--- src/rtl/ion_uart_pkg.sv ---
// Shared UART constants, ASCII/hex conversion helpers and FSM state types
// for the MCU debug-port UART bridge.
package ion_uart_pkg;

  localparam logic [7:0] ASCII_CR  = 8'h0D;
  localparam logic [7:0] ASCII_LF  = 8'h0A;
  localparam int         MSG_CHARS = 10;

  typedef struct packed {
    logic       valid;
    logic [3:0] nib;
  } hex_digit_t;

  typedef enum logic [1:0] {
    TX_IDLE,
    TX_LOAD,
    TX_SEND_CHAR,
    TX_NEXT
  } tx_state_t;

  typedef enum logic [2:0] {
    RX_IDLE,
    RX_START,
    RX_DATA,
    RX_STOP,
    RX_WAIT_HIGH
  } rx_state_t;

  function automatic int calc_clks_per_bit(input int clk_hz, input int baud);
    return clk_hz / baud;
  endfunction

  function automatic logic [7:0] nib_to_ascii(input logic [3:0] nib);
    return (nib < 4'd10) ? 8'h30 + {4'h0, nib} : 8'h37 + {4'h0, nib};
  endfunction

  // Letters share the low-nibble pattern 1..6 in both cases, so +9 gives A..F.
  function automatic hex_digit_t ascii_to_nib(input logic [7:0] c);
    hex_digit_t d;
    d = '{valid: 1'b0, nib: 4'h0};
    if (c >= 8'h30 && c <= 8'h39)
      d = '{valid: 1'b1, nib: c[3:0]};
    else if ((c >= 8'h41 && c <= 8'h46) || (c >= 8'h61 && c <= 8'h66))
      d = '{valid: 1'b1, nib: c[3:0] + 4'd9};
    return d;
  endfunction

  // Character idx of a message: 8 hex digits MSB nibble first, then CR, LF.
  function automatic logic [7:0] msg_char(input logic [31:0] word, input logic [3:0] idx);
    logic [7:0] c;
    case (idx)
      4'd8:    c = ASCII_CR;
      4'd9:    c = ASCII_LF;
      default: c = nib_to_ascii(word[{3'd7 - idx[2:0], 2'b00} +: 4]);
    endcase
    return c;
  endfunction

endpackage

--- src/rtl/debug_uart_bridge_if.sv ---
// Byte-level link between the message/parser logic (master) and the UART
// line engine (slave).
interface debug_uart_bridge_if;

  logic       tx_start;
  logic [7:0] tx_byte;
  logic       tx_done;
  logic       rx_strobe;
  logic [7:0] rx_byte;
  logic       rx_frame_err;

  modport master (
    output tx_start, tx_byte,
    input  tx_done, rx_strobe, rx_byte, rx_frame_err
  );

  modport slave (
    input  tx_start, tx_byte,
    output tx_done, rx_strobe, rx_byte, rx_frame_err
  );

endinterface

--- src/rtl/debug_uart_bridge_uart_phy.sv ---
// 8N1 UART line engine: TX shifter that accepts back-to-back bytes without
// a gap, and an RX sampler with synchroniser, glitch rejection and framing check.
module uart_phy
  import ion_uart_pkg::*;
#(
  parameter int CLKS_PER_BIT = 1085
) (
  input  logic                CLK_125MHZ_I,
  input  logic                reset,
  input  logic                rxd_i,
  output logic                txd_o,
  debug_uart_bridge_if.slave  link
);

  localparam int            CW        = $clog2(CLKS_PER_BIT);
  localparam logic [CW-1:0] BIT_LAST  = CW'(CLKS_PER_BIT - 1);
  localparam logic [CW-1:0] HALF_LAST = CW'(CLKS_PER_BIT / 2 - 1);

  logic          tx_active_q;
  logic [CW-1:0] tx_cnt_q;
  logic [3:0]    tx_bit_q;
  logic [8:0]    tx_frame_q;
  logic          txd_q;

  logic          rx_meta_q, rx_sync_q;
  rx_state_t     rx_state_q, rx_state_d;
  logic [CW-1:0] rx_cnt_q, rx_cnt_d;
  logic [2:0]    rx_bit_q, rx_bit_d;
  logic [7:0]    rx_shift_q, rx_shift_d;
  logic          rx_strobe_q, rx_strobe_d;
  logic          rx_err_q, rx_err_d;

  // tx_done is asserted during the final stop-bit clock so the next start bit
  // can be loaded on the very next edge.
  assign link.tx_done = tx_active_q && (tx_cnt_q == BIT_LAST) && (tx_bit_q == 4'd9);
  assign txd_o        = txd_q;

  // NOTE: sequential state uses non-blocking (<=) so every register samples
  // pre-edge values regardless of statement order.
  always_ff @(posedge CLK_125MHZ_I) begin
    if (reset) begin
      tx_active_q <= 1'b0;
      tx_cnt_q    <= '0;
      tx_bit_q    <= '0;
      tx_frame_q  <= '1;
      txd_q       <= 1'b1;
    end else if (link.tx_start) begin
      tx_active_q <= 1'b1;
      tx_cnt_q    <= '0;
      tx_bit_q    <= '0;
      tx_frame_q  <= {1'b1, link.tx_byte};
      txd_q       <= 1'b0;
    end else if (tx_active_q) begin
      if (tx_cnt_q == BIT_LAST) begin
        tx_cnt_q <= '0;
        if (tx_bit_q == 4'd9) begin
          tx_active_q <= 1'b0;
          txd_q       <= 1'b1;
        end else begin
          tx_bit_q   <= tx_bit_q + 4'd1;
          txd_q      <= tx_frame_q[0];
          tx_frame_q <= {1'b1, tx_frame_q[8:1]};
        end
      end else begin
        tx_cnt_q <= tx_cnt_q + 1'b1;
      end
    end
  end

  // NOTE: every always_comb output gets a default first; a missed branch then
  // holds the default instead of inferring a latch.
  always_comb begin
    rx_state_d  = rx_state_q;
    rx_cnt_d    = rx_cnt_q + 1'b1;
    rx_bit_d    = rx_bit_q;
    rx_shift_d  = rx_shift_q;
    rx_strobe_d = 1'b0;
    rx_err_d    = 1'b0;
    unique case (rx_state_q)
      RX_IDLE: begin
        rx_cnt_d = '0;
        if (!rx_sync_q) rx_state_d = RX_START;
      end
      RX_START: if (rx_cnt_q == HALF_LAST) begin
        rx_cnt_d   = '0;
        rx_bit_d   = '0;
        rx_state_d = rx_sync_q ? RX_IDLE : RX_DATA;
      end
      RX_DATA: if (rx_cnt_q == BIT_LAST) begin
        rx_cnt_d   = '0;
        rx_shift_d = {rx_sync_q, rx_shift_q[7:1]};
        rx_bit_d   = rx_bit_q + 3'd1;
        if (rx_bit_q == 3'd7) rx_state_d = RX_STOP;
      end
      RX_STOP: if (rx_cnt_q == BIT_LAST) begin
        rx_strobe_d = rx_sync_q;
        rx_err_d    = !rx_sync_q;
        rx_state_d  = RX_WAIT_HIGH;
      end
      RX_WAIT_HIGH: begin
        rx_cnt_d = '0;
        if (rx_sync_q) rx_state_d = RX_IDLE;
      end
      default: rx_state_d = RX_IDLE;
    endcase
  end

  always_ff @(posedge CLK_125MHZ_I) begin
    if (reset) begin
      rx_meta_q   <= 1'b1;
      rx_sync_q   <= 1'b1;
      rx_state_q  <= RX_IDLE;
      rx_cnt_q    <= '0;
      rx_bit_q    <= '0;
      rx_shift_q  <= '0;
      rx_strobe_q <= 1'b0;
      rx_err_q    <= 1'b0;
    end else begin
      rx_meta_q   <= rxd_i;
      rx_sync_q   <= rx_meta_q;
      rx_state_q  <= rx_state_d;
      rx_cnt_q    <= rx_cnt_d;
      rx_bit_q    <= rx_bit_d;
      rx_shift_q  <= rx_shift_d;
      rx_strobe_q <= rx_strobe_d;
      rx_err_q    <= rx_err_d;
    end
  end

  assign link.rx_strobe    = rx_strobe_q;
  assign link.rx_byte      = rx_shift_q;
  assign link.rx_frame_err = rx_err_q;

endmodule

--- src/rtl/debug_uart_bridge.sv ---
// MCU debug port <-> UART bridge: sends each new DBG_WORD_I as "XXXXXXXX\r\n"
// and parses host hex lines into DBG_WORD_O.
module debug_uart_bridge
  import ion_uart_pkg::*;
#(
  parameter int CLK_HZ = 125000000,
  parameter int BAUD   = 115200
) (
  input  logic        CLK_125MHZ_I,
  input  logic        reset,
  input  logic [31:0] DBG_WORD_I,
  output logic [31:0] DBG_WORD_O,
  output logic        DBG_VALID_O,
  output logic        TXD_O,
  input  logic        RXD_I,
  output logic        TX_BUSY_O,
  output logic        RX_ERR_O
);

  localparam int         CLKS_PER_BIT = calc_clks_per_bit(CLK_HZ, BAUD);
  localparam logic [3:0] LAST_CHAR    = 4'(MSG_CHARS - 1);

  debug_uart_bridge_if link ();

  uart_phy #(.CLKS_PER_BIT(CLKS_PER_BIT)) u_phy (
    .CLK_125MHZ_I (CLK_125MHZ_I),
    .reset        (reset),
    .rxd_i        (RXD_I),
    .txd_o        (TXD_O),
    .link         (link)
  );

  tx_state_t   tx_state_q, tx_state_d;
  logic [31:0] sent_q, sent_d;
  logic        first_q, first_d;
  logic        busy_q, busy_d;
  logic [3:0]  char_idx_q, char_idx_d;

  logic [31:0] acc_q, acc_d;
  logic [3:0]  cnt_q, cnt_d;
  logic [31:0] word_q, word_d;
  logic        valid_q, valid_d;
  logic        err_q, err_d;
  hex_digit_t  rx_digit;

  // Characters chain back-to-back: the next start is issued in the same cycle
  // the phy reports the current stop bit ending.
  always_comb begin
    tx_state_d    = tx_state_q;
    sent_d        = sent_q;
    first_d       = first_q;
    busy_d        = busy_q;
    char_idx_d    = char_idx_q;
    link.tx_start = 1'b0;
    link.tx_byte  = msg_char(sent_q, char_idx_q);
    unique case (tx_state_q)
      TX_IDLE: if (first_q || (DBG_WORD_I != sent_q)) tx_state_d = TX_LOAD;
      TX_LOAD: begin
        sent_d        = DBG_WORD_I;
        first_d       = 1'b0;
        busy_d        = 1'b1;
        char_idx_d    = '0;
        link.tx_start = 1'b1;
        link.tx_byte  = msg_char(DBG_WORD_I, 4'd0);
        tx_state_d    = TX_SEND_CHAR;
      end
      TX_SEND_CHAR: if (link.tx_done) begin
        if (char_idx_q == LAST_CHAR) begin
          busy_d     = 1'b0;
          tx_state_d = TX_NEXT;
        end else begin
          char_idx_d    = char_idx_q + 4'd1;
          link.tx_start = 1'b1;
          link.tx_byte  = msg_char(sent_q, char_idx_q + 4'd1);
        end
      end
      TX_NEXT: tx_state_d = TX_IDLE;
      default: tx_state_d = TX_IDLE;
    endcase
  end

  assign rx_digit = ascii_to_nib(link.rx_byte);

  // A terminator with no pending digits is ignored so CRLF commits only once.
  always_comb begin
    acc_d   = acc_q;
    cnt_d   = cnt_q;
    word_d  = word_q;
    valid_d = 1'b0;
    err_d   = link.rx_frame_err;
    if (link.rx_strobe) begin
      if (rx_digit.valid) begin
        acc_d = {acc_q[27:0], rx_digit.nib};
        if (cnt_q != 4'd8) cnt_d = cnt_q + 4'd1;
      end else if ((link.rx_byte == ASCII_CR) || (link.rx_byte == ASCII_LF)) begin
        if (cnt_q != 4'd0) begin
          word_d  = acc_q;
          valid_d = 1'b1;
          acc_d   = '0;
          cnt_d   = '0;
        end
      end else begin
        err_d = 1'b1;
        acc_d = '0;
        cnt_d = '0;
      end
    end
  end

  always_ff @(posedge CLK_125MHZ_I) begin
    if (reset) begin
      tx_state_q <= TX_IDLE;
      sent_q     <= '0;
      first_q    <= 1'b1;
      busy_q     <= 1'b0;
      char_idx_q <= '0;
      acc_q      <= '0;
      cnt_q      <= '0;
      word_q     <= '0;
      valid_q    <= 1'b0;
      err_q      <= 1'b0;
    end else begin
      tx_state_q <= tx_state_d;
      sent_q     <= sent_d;
      first_q    <= first_d;
      busy_q     <= busy_d;
      char_idx_q <= char_idx_d;
      acc_q      <= acc_d;
      cnt_q      <= cnt_d;
      word_q     <= word_d;
      valid_q    <= valid_d;
      err_q      <= err_d;
    end
  end

  assign DBG_WORD_O  = word_q;
  assign DBG_VALID_O = valid_q;
  assign TX_BUSY_O   = busy_q;
  assign RX_ERR_O    = err_q;

endmodule

--- config.mk ---
export PLATFORM = sky130hd
export DESIGN_NAME = debug_uart_bridge
export DESIGN_NICKNAME = d
export VERILOG_FILES = /design/src/rtl/ion_uart_pkg.sv /design/src/rtl/debug_uart_bridge_if.sv /design/src/rtl/debug_uart_bridge_uart_phy.sv /design/src/rtl/debug_uart_bridge.sv
export SDC_FILE = /design/constraint.sdc
export NUM_CORES = 1
export LEC_CHECK = 0
export ABC_AREA = 1
export CAP_MARGIN = 0
export CORE_MARGIN = 1.5
export CORE_UTILIZATION = 45
export CTS_CLUSTER_SIZE = 40
export DETAILED_ROUTE_END_ITERATION = 10
export HOLD_SLACK_MARGIN = 0.03
export PLACE_DENSITY_LB_ADDON = 0.1
export SYNTH_ARGS = -nofsm -noshare
export SYNTH_HDL_FRONTEND = slang
export SYNTH_HIERARCHICAL = 1
export SYNTH_SLANG_ARGS = --single-unit
--- constraint.sdc ---
create_clock -name CLK_125MHZ_I -period 3.23 [get_ports CLK_125MHZ_I]
set_input_delay 0.969 -clock CLK_125MHZ_I [delete_from_list [all_inputs] [get_ports CLK_125MHZ_I]]
set_output_delay 0.969 -clock CLK_125MHZ_I [all_outputs]
set_load 0.01 [all_outputs]
==> summary.txt <==
Detailed routing
  – Final antenna-violating net count: 0
  – Drt pass-1 iters: 5
  – Vias per inst: 5.04
  – Post-route DRC: 0
  – Routed wire per std cell: 13.1 um
  – Vias: 7750
  – Post-Route WL: 20.2 mm
  – DRT iter0 DRCs: 581

Synthesis
  – Post-Syn Instances: 1241
  – Commonest cells in the netlist: nand2_1, dfxtp_1, nor2_1
  – Yosys synthesis warning count: 6
  – Average size of a mapped cell: 6.91 um2
  – Netlist cell types: 51
  – Synth Area in XOR/XNOR: 3.65%
  – Post-synth ARST share: 0%
  – Syn Std Cell Area: 8570 um2
  – Post-synth top area share: 38.3%
  – Cell taking the most area after synthesis: dfxtp_1
  – Top-count cell post-synth: nand2_1
  – Top cells by area, synth: dfxtp_1, nand2_1, nor2_1, a21oi_1, inv_1
  – Count of state elements after synthesis: 164
  – Post-synth EDFFs: 0
  – Syn nets: 1302
  – Mux contribution to synthesized area: 0%
  – Post-synthesis sequential area ratio: 38.3%
  – Largest family of logic cells by synthesized area: simple AND/OR/NAND/NOR gates
  – Compound-gate portion of the synthesized area: 14.6%
  – Top_reg_cell synth: dfxtp_1
  – Synth Area in Adders: 3.80%
  – Post-Synth Simple-Gate Area: 30.2%

Final layout
  – Share of cells above drive strength 1: 8.66%
  – Synth-to-layout area growth: 16.5%
  – Multi-input gate area: 4480 um2
  – Nets: 1353
  – Fillcell total: 1817
  – Design area: 9980 um2
  – Reg area: 3280 um2
  – Ant diodes: 0

Worst setup path
  – Critical-path cell list: buf_4, ha_1, xor2_2, nand3_1, nand2_2, ha_1, inv_1, nor2_1, o21ai_0, o21ai_1, nand2_1, nand2_1, nand2_1, a21oi_1, nand3_1
  – Crit path max-delay family: simple AND/OR/NAND/NOR gates
  – Crit end category: flop
  – Instance count on the critical path: 15
  – WP data required: 3540 ps
  – R2r startpoint: char_idx_q[0]$_SDFFE_PP0P_
  – Flop2flop setup slack: 580 ps
  – Reg2reg end: u_phy/tx_frame_q[2]$_SDFFE_PP1P_
  – Slowest CP cell: dfxtp_1
  – Reg2reg path depth: 15
  – Startpoint types: flop
  – Setup CP Type: flop to flop
  – Worst Path Max Fanout: 39
  – CP arrival: 2960 ps
  – Critical Path Most Common Cell: nand2_1
  – CP max stage delay: 370 ps
  – Worst Path Buf+Inv: 2

Die
  – Die area: 19900 um2
  – Area of the core: 18700 um2
  – Top-Level Pins: 71
  – Starting Density: 45.8%
  – Die X: 141 um
  – FP Rows: 50
  – DIE HEIGHT: 141 um

GRT
  – Total GRT Usage: 21.2%
  – Grt total ovfl: 0
  – First-pass GRT wire length: 34.2 mm
  – Largest net degree at the start of global routing: 66
  – Initial antenna violation count: 0
  – Vias in the first global route: 7135

Power and ir drop
  – VDD IR-drop max: 0.323 mV
  – Clock share of power: 33.8%
  – Psw: 2.20 mW
  – Reg power frac: 39.6%
  – Comb pwr share: 26.6%
  – Cell area power density: 619 nW/um2
  – P_leak: 4.26 nW
  – Net Sw Frac: 35.7%
  – Pint: 3.97 mW

Place
  – # port buffers: 70
  – Dpl hpwl: 14.2 mm
  – Cell Area, Placed: 9370 um2
  – GPL Wtd Cong: 0.886

Min path
  – WHS Endpoint: u_phy/rx_sync_q$_SDFF_PP1_
  – Count of cells along the worst hold path: 1
  – Hold Crit Class: flop to flop
  – Hold_sp: u_phy/rx_meta_q$_SDFF_PP1_

Timing
  – Crit share post-route: 82.0%
  – TNS Setup: 0 ps
  – Fmax: 378 MHz
  – Crit path time final: 2650 ps
  – Clock skew: 11.2 ps
  – Relative max-transition margin: 61.9%
  – Slew Limit Fails: 0
  – Tightest Pin Transition: 572 ps
  – RSZ-0062 raised after global routing: false
  – Final setup violation count: 0
  – Fin. Hold Viols: 0

Clock network
  – Post-CTS setup buffer count: 0
  – Insertion delay to the later sink of the worst-skew pair: 430 ps
  – Hold buffers post-CTS: 0
  – Longest Clk Path Bufs: 2
  – CTS clk-pin slew, worst paths: 70 ps
  – H-tree Lvls: 4
  – Root buffer cell: clkbuf_16
  – CTS buffer count: 17
  – Cts repair resizes: 0
  – Clock sink count: 164
  – TritonCTS clock tree: built

Outcome
  – Outcome: finished, final reports clean

Job
  – Max_cap viols: 0
==> worst register-to-register path: stages (launching register included) <==
cell	delay [ps]
dfxtp_1	370
buf_4	370
ha_1	320
xor2_2	260
nand3_1	130
nand2_2	120
ha_1	170
inv_1	40
nor2_1	90
o21ai_0	80
o21ai_1	180
nand2_1	70
nand2_1	60
nand2_1	50
a21oi_1	140
nand3_1	80
==> metal layers <==
layer | global-route usage, % | vias to the layer above | routed length (um)
met4 | 8.00 | 0 | 521
met2 | 34.3 | 147 | 9170
met1 | 27.8 | 3487 | 9690
li1 | - | 4081 | -
met3 | 4.42 | 35 | 816
met5 | 0 | - | 0
==> cells by family after synthesis <==
group                    count (synthesis)
AO/OA/AOI/OAI                          234
XOR/XNOR                                34
adder cells (fa/ha/maj)                 26
buffers and inverters                  186
flip-flops                             164
other                                    1
AND/OR/NAND/NOR                        596
==> cells in the final DEF (no fill, tap or decap), types with 9 or more instances in the layout <==
cell type        instances
xor2_1                  19
nor2_1                 144
o21ai_1                 16
inv_1                  119
inv_2                   11
xnor2_1                 13
ha_1                    26
nand2_1                299
nand3_1                 83
clkbuf_16               17
buf_4                   13
o21ai_0                 88
nand2_2                  9
nor2_2                  13
clkdlybuf4s50_1         69
nor3_1                  12
dfxtp_1                164
a21oi_1                100
==> stage by stage <==
step           hold WS (ps)  instances  power [mW]  worst slack, ps  utilization (%)
4_1_cts                 429       1539        6.23              592             53.4
2_1_floorplan           389       1241        3.70              715                -
3_5_place_dp            405       1507        4.13              550             50.1
5_1_grt                 455       1539        6.58              333             53.4
3_3_place_gp            403       1507        4.13              523             50.1
6_report                428       1539        6.18              583             53.4
==> state kept, by name (all words and copies together), names as in the netlist, 2 cells and up <==
name,flops
u_phy/rx_bit_q,3
sent_q,32
u_phy/tx_cnt_q,11
u_phy/rx_cnt_q,11
u_phy/rx_state_q,3
u_phy/tx_bit_q,4
char_idx_q,4
cnt_q,4
u_phy/tx_frame_q,8
acc_q,32
DBG_WORD_O,32
tx_state_q,2
u_phy/link.rx_byte,8
==> power groups by stage <==
stage | Combinational (mW) | Clock (mW) | Sequential [mW]
2_1_floorplan | 1.26 | 0 | 2.44
3_3_place_gp | 1.64 | 0 | 2.49
3_5_place_dp | 1.64 | 0 | 2.49
4_1_cts | 1.65 | 2.14 | 2.45
5_1_grt | 1.88 | 2.23 | 2.48
6_report | 1.64 | 2.08 | 2.45
==> how the worst max path moves through the flow <==
stage / start / slack [ps] / end
6_report: char_idx_q[0]$_SDFFE_PP0P_ / 580 / u_phy/tx_frame_q[2]$_SDFFE_PP1P_
4_1_cts: char_idx_q[0]$_SDFFE_PP0P_ / 590 / u_phy/tx_frame_q[2]$_SDFFE_PP1P_
3_5_place_dp: DBG_WORD_I[30] / 550 / u_phy/tx_frame_q[2]$_SDFFE_PP1P_
2_1_floorplan: char_idx_q[0]$_SDFFE_PP0P_ / 720 / u_phy/tx_frame_q[1]$_SDFFE_PP1P_
5_1_grt: char_idx_q[1]$_SDFFE_PP0P_ / 330 / u_phy/tx_frame_q[2]$_SDFFE_PP1P_
3_3_place_gp: DBG_WORD_I[23] / 520 / tx_state_q[1]$_SDFFE_PP0P_
==> cell type report <==
cell class              count  share of cell area (%)
multi-input cells         891                    44.9
flip-flops and latches    164                    32.9
repair buffers             83                    7.95
inverters                 135                    5.19
clock buffers              17                    4.26
well taps                 234                    2.93
clock inverters            15                    1.88
Power figures use the tool's default switching activity.
